File: config.mk
export PLATFORM = sky130hd
export DESIGN_NAME = sram_req_arbiter_flat
export DESIGN_NICKNAME = d
export VERILOG_FILES = /design/src/rtl/sram_req_arbiter_if.sv /design/src/rtl/sram_req_arbiter.sv /design/src/flat_wrapper.sv
export SDC_FILE = /design/constraint.sdc
export NUM_CORES = 1
export LEC_CHECK = 0
export CAP_MARGIN = 20
export CORE_AREA = 2 2 128 130
export DETAILED_ROUTE_END_ITERATION = 8
export DIE_AREA = 0 0 130 132
export PLACE_DENSITY = 0.54
export SLEW_MARGIN = 20
export SYNTH_ARGS = -nofsm -noshare
export SYNTH_HDL_FRONTEND = slang
export SYNTH_SLANG_ARGS = --single-unit
File: constraint.sdc
create_clock -name clk -period 5.9 [get_ports clk]
set_input_delay 0.59 -clock clk [delete_from_list [all_inputs] [get_ports clk]]
set_output_delay 0.59 -clock clk [all_outputs]
set_load 0.01 [all_outputs]
File: src/rtl/sram_req_arbiter_if.sv
// SRAM-like request/response bundle (req/addr_ok/data_ok).
// Handshake: a transaction is accepted on the cycle where req and addr_ok are
// both high; while req is high and addr_ok low, the master holds req and all
// request fields stable. Responses return in order, one per data_ok pulse,
// with rdata valid only in that cycle.
interface sram_req_arbiter_if;
  logic        req;
  logic        wr;
  logic [1:0]  size;
  logic [31:0] addr;
  logic [3:0]  wstrb;
  logic [31:0] wdata;
  logic        addr_ok;
  logic        data_ok;
  logic [31:0] rdata;

  modport master (
    output req, wr, size, addr, wstrb, wdata,
    input  addr_ok, data_ok, rdata
  );

  modport slave (
    input  req, wr, size, addr, wstrb, wdata,
    output addr_ok, data_ok, rdata
  );
endinterface

File: src/rtl/sram_req_arbiter.sv
// sram_req_arbiter: shares one SRAM-like memory port between the IF-stage
// instruction requester and the MEM-stage data requester.
// A grant that was not accepted is locked (HOLD) until mem addr_ok.
// The owner of every accepted transaction is queued in an in-order ID FIFO
// so each mem data_ok is steered back to the requester that issued it.
// Optional feature macro: ARB_RR_EN (round-robin tie break; default is
// fixed priority with the data requester winning).
module sram_req_arbiter #(
  parameter int OST_DEPTH = 4
) (
  input  logic                       clk,
  input  logic                       resetn,
  sram_req_arbiter_if.slave          inst_if,
  sram_req_arbiter_if.slave          data_if,
  sram_req_arbiter_if.master         mem_if,
  output logic                       arb_err_o,
  output logic                       dbg_state_o,
  output logic                       dbg_hold_owner_o,
  output logic [$clog2(OST_DEPTH):0] dbg_count_o
);

  localparam int PW = $clog2(OST_DEPTH);

  localparam logic [0:0] S_IDLE = 1'b0;
  localparam logic [0:0] S_HOLD = 1'b1;

  localparam logic OWN_INST = 1'b0;
  localparam logic OWN_DATA = 1'b1;

  logic [0:0]           state_q, state_d;
  logic                 hold_own_q, hold_own_d;
  logic [OST_DEPTH-1:0] fifo_q;
  logic [PW-1:0]        wr_ptr_q, rd_ptr_q;
  logic [PW:0]          count_q;
  logic                 err_q;

  logic full, empty, pick, grant, mem_req, accept, pop, head;

  assign full  = (count_q == (PW+1)'(OST_DEPTH));
  assign empty = (count_q == '0);

`ifdef ARB_RR_EN
  logic rr_prio_q, rr_prio_d;

  // Round-robin choice in IDLE: on a tie the side not granted last wins
  always_comb begin
    if (inst_if.req && data_if.req) pick = rr_prio_q;
    else if (data_if.req)           pick = OWN_DATA;
    else                            pick = OWN_INST;
  end

  // After each accept, priority moves to the side that was not served
  always_comb begin
    rr_prio_d = rr_prio_q;
    if (accept) rr_prio_d = ~grant;
  end

  // Round-robin pointer register, starts favouring the data requester
  always_ff @(posedge clk) begin
    if (!resetn) rr_prio_q <= OWN_DATA;
    else         rr_prio_q <= rr_prio_d;
  end
`else
  // Fixed priority choice in IDLE: data requester beats instruction requester
  always_comb begin
    pick = data_if.req ? OWN_DATA : OWN_INST;
  end
`endif

  // Grant selection: a locked HOLD owner overrides the IDLE choice
  always_comb begin
    grant   = pick;
    mem_req = 1'b0;
    if (state_q == S_HOLD) begin
      grant   = hold_own_q;
      mem_req = 1'b1;
    end else if (!full && (inst_if.req || data_if.req)) begin
      mem_req = 1'b1;
    end
    if (!resetn) mem_req = 1'b0;
  end

  assign accept = mem_req & mem_if.addr_ok;
  assign head   = fifo_q[rd_ptr_q];
  assign pop    = resetn & mem_if.data_ok & ~empty;

  assign mem_if.req   = mem_req;
  assign mem_if.wr    = (grant == OWN_DATA) ? data_if.wr    : inst_if.wr;
  assign mem_if.size  = (grant == OWN_DATA) ? data_if.size  : inst_if.size;
  assign mem_if.addr  = (grant == OWN_DATA) ? data_if.addr  : inst_if.addr;
  assign mem_if.wstrb = (grant == OWN_DATA) ? data_if.wstrb : inst_if.wstrb;
  assign mem_if.wdata = (grant == OWN_DATA) ? data_if.wdata : inst_if.wdata;

  assign inst_if.addr_ok = accept & (grant == OWN_INST);
  assign data_if.addr_ok = accept & (grant == OWN_DATA);
  assign inst_if.data_ok = pop & (head == OWN_INST);
  assign data_if.data_ok = pop & (head == OWN_DATA);
  assign inst_if.rdata   = mem_if.rdata;
  assign data_if.rdata   = mem_if.rdata;

  assign arb_err_o        = err_q;
  assign dbg_state_o      = state_q;
  assign dbg_hold_owner_o = hold_own_q;
  assign dbg_count_o      = count_q;

  // Next-state logic: an unaccepted IDLE grant is locked until addr_ok
  always_comb begin
    state_d    = state_q;
    hold_own_d = hold_own_q;
    if (state_q == S_IDLE) begin
      if (mem_req && !accept) begin
        state_d    = S_HOLD;
        hold_own_d = grant;
      end
    end else if (accept) begin
      state_d = S_IDLE;
    end
  end

  // FSM, owner FIFO and sticky error register
  always_ff @(posedge clk) begin
    if (!resetn) begin
      state_q    <= S_IDLE;
      hold_own_q <= OWN_DATA;
      fifo_q     <= '0;
      wr_ptr_q   <= '0;
      rd_ptr_q   <= '0;
      count_q    <= '0;
      err_q      <= 1'b0;
    end else begin
      state_q    <= state_d;
      hold_own_q <= hold_own_d;
      if (accept) begin
        fifo_q[wr_ptr_q] <= grant;
        wr_ptr_q         <= wr_ptr_q + PW'(1);
      end
      if (pop) rd_ptr_q <= rd_ptr_q + PW'(1);
      case ({accept, pop})
        2'b10:   count_q <= count_q + (PW+1)'(1);
        2'b01:   count_q <= count_q - (PW+1)'(1);
        default: count_q <= count_q;
      endcase
      if (mem_if.data_ok && empty) err_q <= 1'b1;
    end
  end

endmodule

File: src/flat_wrapper.sv
// flat-port wrapper written by rule: the top's interface ports become plain ports
module sram_req_arbiter_flat 
#(
  parameter int OST_DEPTH = 4
)
  (clk, resetn, arb_err_o, dbg_state_o, dbg_hold_owner_o, dbg_count_o, inst_if_req, inst_if_wr, inst_if_size, inst_if_addr, inst_if_wstrb, inst_if_wdata, inst_if_addr_ok, inst_if_data_ok, inst_if_rdata, data_if_req, data_if_wr, data_if_size, data_if_addr, data_if_wstrb, data_if_wdata, data_if_addr_ok, data_if_data_ok, data_if_rdata, mem_if_req, mem_if_wr, mem_if_size, mem_if_addr, mem_if_wstrb, mem_if_wdata, mem_if_addr_ok, mem_if_data_ok, mem_if_rdata);
  sram_req_arbiter_if inst_if_i ();
  sram_req_arbiter_if data_if_i ();
  sram_req_arbiter_if mem_if_i ();
  input  logic clk;
  input  logic resetn;
  output logic arb_err_o;
  output logic dbg_state_o;
  output logic dbg_hold_owner_o;
  output logic [$clog2(OST_DEPTH):0] dbg_count_o;
  input wire logic [$bits(inst_if_i.req)-1:0] inst_if_req;
  input wire logic [$bits(inst_if_i.wr)-1:0] inst_if_wr;
  input wire logic [$bits(inst_if_i.size)-1:0] inst_if_size;
  input wire logic [$bits(inst_if_i.addr)-1:0] inst_if_addr;
  input wire logic [$bits(inst_if_i.wstrb)-1:0] inst_if_wstrb;
  input wire logic [$bits(inst_if_i.wdata)-1:0] inst_if_wdata;
  output wire logic [$bits(inst_if_i.addr_ok)-1:0] inst_if_addr_ok;
  output wire logic [$bits(inst_if_i.data_ok)-1:0] inst_if_data_ok;
  output wire logic [$bits(inst_if_i.rdata)-1:0] inst_if_rdata;
  input wire logic [$bits(data_if_i.req)-1:0] data_if_req;
  input wire logic [$bits(data_if_i.wr)-1:0] data_if_wr;
  input wire logic [$bits(data_if_i.size)-1:0] data_if_size;
  input wire logic [$bits(data_if_i.addr)-1:0] data_if_addr;
  input wire logic [$bits(data_if_i.wstrb)-1:0] data_if_wstrb;
  input wire logic [$bits(data_if_i.wdata)-1:0] data_if_wdata;
  output wire logic [$bits(data_if_i.addr_ok)-1:0] data_if_addr_ok;
  output wire logic [$bits(data_if_i.data_ok)-1:0] data_if_data_ok;
  output wire logic [$bits(data_if_i.rdata)-1:0] data_if_rdata;
  output wire logic [$bits(mem_if_i.req)-1:0] mem_if_req;
  output wire logic [$bits(mem_if_i.wr)-1:0] mem_if_wr;
  output wire logic [$bits(mem_if_i.size)-1:0] mem_if_size;
  output wire logic [$bits(mem_if_i.addr)-1:0] mem_if_addr;
  output wire logic [$bits(mem_if_i.wstrb)-1:0] mem_if_wstrb;
  output wire logic [$bits(mem_if_i.wdata)-1:0] mem_if_wdata;
  input wire logic [$bits(mem_if_i.addr_ok)-1:0] mem_if_addr_ok;
  input wire logic [$bits(mem_if_i.data_ok)-1:0] mem_if_data_ok;
  input wire logic [$bits(mem_if_i.rdata)-1:0] mem_if_rdata;
  assign inst_if_i.req = inst_if_req;
  assign inst_if_i.wr = inst_if_wr;
  assign inst_if_i.size = inst_if_size;
  assign inst_if_i.addr = inst_if_addr;
  assign inst_if_i.wstrb = inst_if_wstrb;
  assign inst_if_i.wdata = inst_if_wdata;
  assign inst_if_addr_ok = inst_if_i.addr_ok;
  assign inst_if_data_ok = inst_if_i.data_ok;
  assign inst_if_rdata = inst_if_i.rdata;
  assign data_if_i.req = data_if_req;
  assign data_if_i.wr = data_if_wr;
  assign data_if_i.size = data_if_size;
  assign data_if_i.addr = data_if_addr;
  assign data_if_i.wstrb = data_if_wstrb;
  assign data_if_i.wdata = data_if_wdata;
  assign data_if_addr_ok = data_if_i.addr_ok;
  assign data_if_data_ok = data_if_i.data_ok;
  assign data_if_rdata = data_if_i.rdata;
  assign mem_if_req = mem_if_i.req;
  assign mem_if_wr = mem_if_i.wr;
  assign mem_if_size = mem_if_i.size;
  assign mem_if_addr = mem_if_i.addr;
  assign mem_if_wstrb = mem_if_i.wstrb;
  assign mem_if_wdata = mem_if_i.wdata;
  assign mem_if_i.addr_ok = mem_if_addr_ok;
  assign mem_if_i.data_ok = mem_if_data_ok;
  assign mem_if_i.rdata = mem_if_rdata;
  sram_req_arbiter #(.OST_DEPTH(OST_DEPTH)) u_core (.clk(clk), .resetn(resetn), .inst_if(inst_if_i), .data_if(data_if_i), .mem_if(mem_if_i), .arb_err_o(arb_err_o), .dbg_state_o(dbg_state_o), .dbg_hold_owner_o(dbg_hold_owner_o), .dbg_count_o(dbg_count_o));
endmodule
==> results of run 1 <==
-- flip-flops by register name, summed over array words and instances, names as in the netlist, named ones only --
| signal | cells |
|---|---|
| u_core.dbg_hold_owner_o | 1 |
| u_core.arb_err_o | 1 |
| u_core.fifo_q | 4 |
| u_core.rd_ptr_q | 2 |
| u_core.wr_ptr_q | 2 |
| u_core.dbg_count_o | 3 |
-- synth_stat cells, types with 2 or more instances --
cell / number / area share, %
nand2_1: 218 / 38
buf_4: 65 / 23
dfxtp_1: 14 / 13
clkbuf_1: 8 / 1.4
nor2_1: 8 / 1.4
inv_1: 7 / 1.2
buf_2: 5 / 1.2
ha_1: 5 / 2.9
o311ai_0: 5 / 2.1
buf_1: 4 / 0.70
mux2i_1: 4 / 1.9
o211ai_1: 4 / 1.4
o31ai_1: 4 / 1.4
a21oi_1: 3 / 0.70
nand2b_1: 3 / 0.88
nor3_1: 3 / 0.70
xor2_1: 2 / 0.82
-- metrics by stage --
step / cells / setup WS, ns / hold slack, ns
final: 744 / 2.11 / 0.460
after global routing: 744 / 1.85 / 0.490
after CTS: 744 / 2.06 / 0.464
after detailed placement: 740 / 2.06 / 0.451
after global placement: 739 / 2.06 / 0.445
after floorplan: 375 / 3.43 / 0.442
-- worst min-delay path, delay by kind of cell (launching register included) --
kind	cells	cell delay, ns
and+or+nand+nor	1	0.06
AOI/OAI and AO/OA	1	0.04
DFF	1	0.32
-- power by group --
group | leakage (nW) | switching (W) | total (W) | internal, W
clock | 0.0442 | 0.0000424 | 0.000145 | 0.000103
sequential | 0.114 | 0.00000936 | 0.000111 | 0.000101
combinational | 1.72 | 0.000139 | 0.000354 | 0.000215
total | 1.88 | 0.000191 | 0.000610 | 0.000419
-- cell usage in the layout, fill, tap and decap left out --
master           Yosys  final
and2_1               1      1
xnor2_1              1      1
nor4b_4              1      1
or3_1                1      1
mux2i_4              0      1
dfxtp_1             14     14
or4b_1               1      1
buf_12               0      1
o211ai_1             4      4
nand2_1            218    218
buf_16               0      1
inv_1                7      7
clkbuf_16            0      3
o31ai_1              4      4
fa_1                 1      1
clkbuf_8             0      1
mux2_2               1      1
a21oi_1              3      3
mux2i_1              4      3
o311ai_0             5      5
clkdlybuf4s50_1      0    229
buf_4               65      1
mux4_2               1      1
ha_1                 5      5
o41ai_1              1      1
o21ai_0              1      1
xor2_1               2      2
nor3_1               3      3
nand2b_1             3      3
nor2_1               8      8
o311a_1              1      1
nor2b_1              1      1
-- cell type report --
type | count | share of cell area (%)
Inverter | 7 | 0.613
Clock buffer | 4 | 2.07
Multi-Input combinational cell | 271 | 29.7
Sequential cell | 14 | 6.54
Tap cell | 216 | 6.31
Timing Repair Buffer | 232 | 54.8
-- cells by family (layout without fill, tap and decap cells) --
group / count (synthesis) / in the layout / synth area share (%)
XOR/XNOR: 3 / 3 / 1.23
AO/OA/AOI/OAI: 19 / 19 / 6.70
AND/OR/NAND/NOR: 237 / 237 / 43.9
buffers and inverters: 90 / 243 / 27.7
adder cells (fa/ha/maj): 6 / 6 / 3.88
flip-flops: 14 / 14 / 13.2
multiplexers: 6 / 6 / 3.47
-- per-layer routing --
layer | up-vias | track usage (%) | part of all wire, %
li1 | 1405 | - | -
met1 | 1130 | 12.7 | 39
met2 | 173 | 18.1 | 47
met3 | 17 | 4.02 | 12
met4 | 0 | 2.39 | 1.8
met5 | - | 0 | 0
-- how the worst max path moves through the flow --
| stage | end | slack (ns) | depth (start not counted) |
|---|---|---|---|
| global route | mem_if_wdata[3] | 1.85 | 6 |
| global placement | mem_if_wdata[4] | 2.06 | 6 |
| floorplan | u_core.dbg_count_o[2] | 3.43 | 10 |
| finish | mem_if_wdata[5] | 2.11 | 6 |
| detailed placement | mem_if_wdata[0] | 2.06 | 6 |
| CTS | mem_if_wdata[0] | 2.06 | 6 |
==> reports/metrics.csv, run 1 <==
metric;value;unit
run status;complete, no violations;
RR Endpoint;u_core.dbg_count_o[2];
Avg WL per Cell;13.1;µm
sequential cell area;280;µm²
# setup viols final;0;
sink of the worst hold path;u_core.arb_err_o;
CTS tree;done;
Post-DRT Antenna Nets;0;
Syn Area/Cell;5.68;µm²
Area Growth Syn to Fin;101;%
WHS Path Cells;2;
total gr overflow;0;
GPL Wtd Cong;0.781;
CTS Hold Buffers Added;0;
final hold violations;0;
layout cells sized above 1;2.08;%
Clk Latency, worst-skew pair;0.25;ns
setup slack, reg-to-reg;3.29;ns
Critical Path RT;5.31;ns
Clock Sinks;14;
number of synthesized flops with an enable pin;0;
Initial Utilization;13.6;%
initial antenna violation count;0;
Post-Syn Nets;561;
drt initial violations;101;
clk buf depth;2;
HP Class;reg -> reg;
Cell Area, Synth;2130;µm²
FP Rows;46;
clock-pin slew on the worst setup and hold paths;0.05;ns
synth warn;0;
post-DP HPWL;8.09;mm
total iterations of the first detailed-routing run;4;
measured slew at the worst slew-check pin;0.868;ns
Setup CP Type;in -> out;
Post-Synthesis Cells;375;
unrepaired setup endpoints after global routing;false;
Worst Hold Launch;u_core.arb_err_o;
vias in the first global route;2655;
Max Cap Viol;0;
normalized max-slew margin;42.1;%
DRC violations left;0;
Cell variety after synth;30;
Die ar.;17200;µm²
Layout Utilization;27.3;%
capturing element type of the critical path;output pin;
Slowest-stage cell, CP;mux2_2;
CTS resizes;0;
critical path launch point;data_if_req;
gr usage total;10.7;%
CTS root buf;clkbuf_16;
H-tree depth;1;
CP Launch Type;input port;
CTS Buf Count;3;
critical path cell sequence;clkdlybuf4s50_1 > mux2_2 > buf_4 > nand2_1 > nand2_1 > clkdlybuf4s50_1;
postcts setup bufs;0;
first-pass GRT wire length;14.6;mm
crit share post-route;64.3;%
die extent in y;132;µm
die width;130;µm
clk_skew;0.00234;ns
Ports;326;
placed cell areas;4200;µm²
DR vias/cell;3.66;
area used by multi-input combinational logic;1270;µm²
Worst Path Buf+Inv;3;
Peak VDD IR;0.0767;mV
depth of the most critical reg-to-reg path;8;
Cell Pwr Density;142;nW/µm²
Tmin final;3.79;ns
core area;15700;µm²
Fillers;1742;
#FFs+latches synth;14;
Max Slew Vio Count;0;
total wire length;9.71;mm
Worst EP arrival;3.20;ns
Setup TNS;0;ns
CP top delay family;buffers and inverters;
n_diodes;0;
Finished Cell Area;4290;µm²
Design Power;0.000610;W
Most used DFF post-synth;dfxtp_1;
register area share after synthesis;13.2;%
CP max stage delay;0.80;ns
maximum fanout along the worst path;43;
buffers added on ports;229;
leakage;1.88;nW
largest net degree at the start of global routing;44;
Max Fclk;0.264;GHz
via count;2725;
nets;715;
Async SR Flop Fraction;0;%
Note: power is estimated with default switching activity, not from simulation.
==> inputs of run 2 (changes only) <==
- CORE_AREA: 2 2 128 130 -> 2 2 125 127
- DIE_AREA: 0 0 130 132 -> 0 0 127 129
- PLACE_DENSITY: 0.54 -> 0.56
- clock period: 5.9 -> 3.9 ns (I/O delays scaled with it)
==> reports/metrics.csv, run 2 (same netlist as run 1, synthesis figures left out) <==
metric;value;unit
DRC violations left;0;
max reg flops;4;
Critical Path RT;3.51;ns
CTS root buf;clkbuf_16;
vias in the first global route;2567;
GPL Wtd Cong;0.745;
placed insts;713;
via count;2772;
buffers added on ports;229;
run status;complete, no violations;
switching part of the total;31.2;%
total wire length;8.86;mm
clk buf depth;2;
n_diodes;0;
Cell Pwr Density;210;nW/µm²
Post-DRT Antenna Nets;0;
CP Launch Type;input port;
CTS tree;done;
# setup viols final;0;
clock-pin slew on the worst setup and hold paths;0.04;ns
combinational share of power;59.5;%
Finished Cell Area;4210;µm²
post-route setup slack;0.838;ns
Max Fclk;0.327;GHz
Internal;0.000608;W
layout cells sized above 1;2.08;%
CTS resizes;0;
CTS Buf Count;3;
Clock Sinks;14;
Setup TNS;0;ns
Area Growth Syn to Fin;97.8;%
setup slack, reg-to-reg;1.32;ns
Die ar.;16400;µm²
Max Slew Vio Count;0;
FP Rows;45;
die width;127;µm
maximum fanout along the worst path;12;
normalized max-slew margin;64.2;%
Max Cap Viol;0;
post-DP HPWL;7.34;mm
total iterations of the first detailed-routing run;4;
Critical Path Most Common Cell;clkdlybuf4s50_1;
CP max stage delay;0.72;ns
postcts setup bufs;0;
sequential share of power;19.1;%
critical path launch point;resetn;
Ports;326;
die extent in y;129;µm
RR Endpoint;u_core.dbg_count_o[2];
nets;716;
gr usage total;9.50;%
Worst EP arrival;2.67;ns
Worst Hold Launch;u_core.arb_err_o;
Peak VDD IR;0.123;mV
clock network power share;21.4;%
H-tree depth;1;
initial antenna violation count;0;
final hold violations;0;
fin cells;716;
unrepaired setup endpoints after global routing;false;
capturing element type of the critical path;output pin;
Initial Utilization;14.2;%
Psw;0.000276;W
pre-CTS setup slack;0.793;ns
clk_skew;0.00213;ns
depth of the most critical reg-to-reg path;8;
worst hold margin;0.479;ns
drt initial violations;68;
leakage;1.86;nW
first-pass GRT wire length;12.8;mm
crit share post-route;78.5;%
DR vias/cell;3.87;
Tmin final;3.06;ns
placed cell areas;4140;µm²
largest reg by FF count;u_core.fifo_q;
Setup CP Type;in -> out;
Clk Latency, worst-skew pair;0.24;ns
total gr overflow;0;
commonest non-fill, non-tap cell in the layout;clkdlybuf4s50_1;
Critical Path End;inst_if_addr_ok;
commonest cells after routing, fill and taps aside;229 x clkdlybuf4s50_1, 218 x nand2_1, 14 x dfxtp_1, 8 x nor2_1, 7 x inv_1;
Avg WL per Cell;12.4;µm
critical path cell sequence;clkdlybuf4s50_1 > inv_1 > or4b_1 > nor2_1 > clkdlybuf4s50_1;
Slowest-stage cell, CP;clkdlybuf4s50_1;
HP Class;reg -> reg;
largest net degree at the start of global routing;39;
measured slew at the worst slew-check pin;0.530;ns
core area;15000;µm²
CTS Hold Buffers Added;0;
==> run 2: changes by cell type in the layout (fill, tap and decap cells not counted), sizes merged <==
cell,previous run,this run
clkbuf,4,3
buf,3,4
==> run 2: metrics by stage <==
step,utilization (%),total power [W]
detailed placement,27.6,0.000699
global route,28.1,0.000940
finish,28.1,0.000883
global placement,27.6,0.000695
floorplan,-,0.000419
CTS,28.1,0.000894
==> run 2: power by group through the flow <==
stage | clock (W) | sequential [W] | combinational [W]
floorplan | 0 | 0.000168 | 0.000251
global placement | 0 | 0.000170 | 0.000525
detailed placement | 0 | 0.000171 | 0.000528
CTS | 0.000194 | 0.000168 | 0.000531
global route | 0.000200 | 0.000170 | 0.000570
finish | 0.000189 | 0.000169 | 0.000526
==> run 2: how the worst min path moves through the flow <==
stage	cells past startpoint	to	slack, ns
3_3_place_gp	1	u_core.rd_ptr_q[1]	0.46
6_report	2	u_core.arb_err_o	0.48
2_1_floorplan	1	u_core.rd_ptr_q[1]	0.44
5_1_grt	1	u_core.rd_ptr_q[1]	0.50
3_5_place_dp	2	u_core.arb_err_o	0.46
4_1_cts	2	u_core.arb_err_o	0.48
==> run 2: layout make-up <==
cell class | instances | area (µm²)
Fill cell | 1620 | 10800
Timing Repair Buffer | 233 | 2320
Multi-Input combinational cell | 271 | 1270
Sequential cell | 14 | 280
Tap cell | 188 | 235
Clock buffer | 3 | 75.1
Inverter | 7 | 26.3
==> run 2: metal layers <==
metal | share of wire [%] | vias to the layer above | global-route usage (%)
met3 | 12 | 34 | 3.33
met1 | 37 | 1152 | 10.8
li1 | - | 1406 | -
met2 | 48 | 180 | 16.2
met4 | 3.0 | 0 | 4.14
met5 | 0 | - | 0
==> run 2: critical path, delay by kind of cell <==
kind	cells	cell delay, ns
buf+inv	3	1.47
simple gates	2	0.80
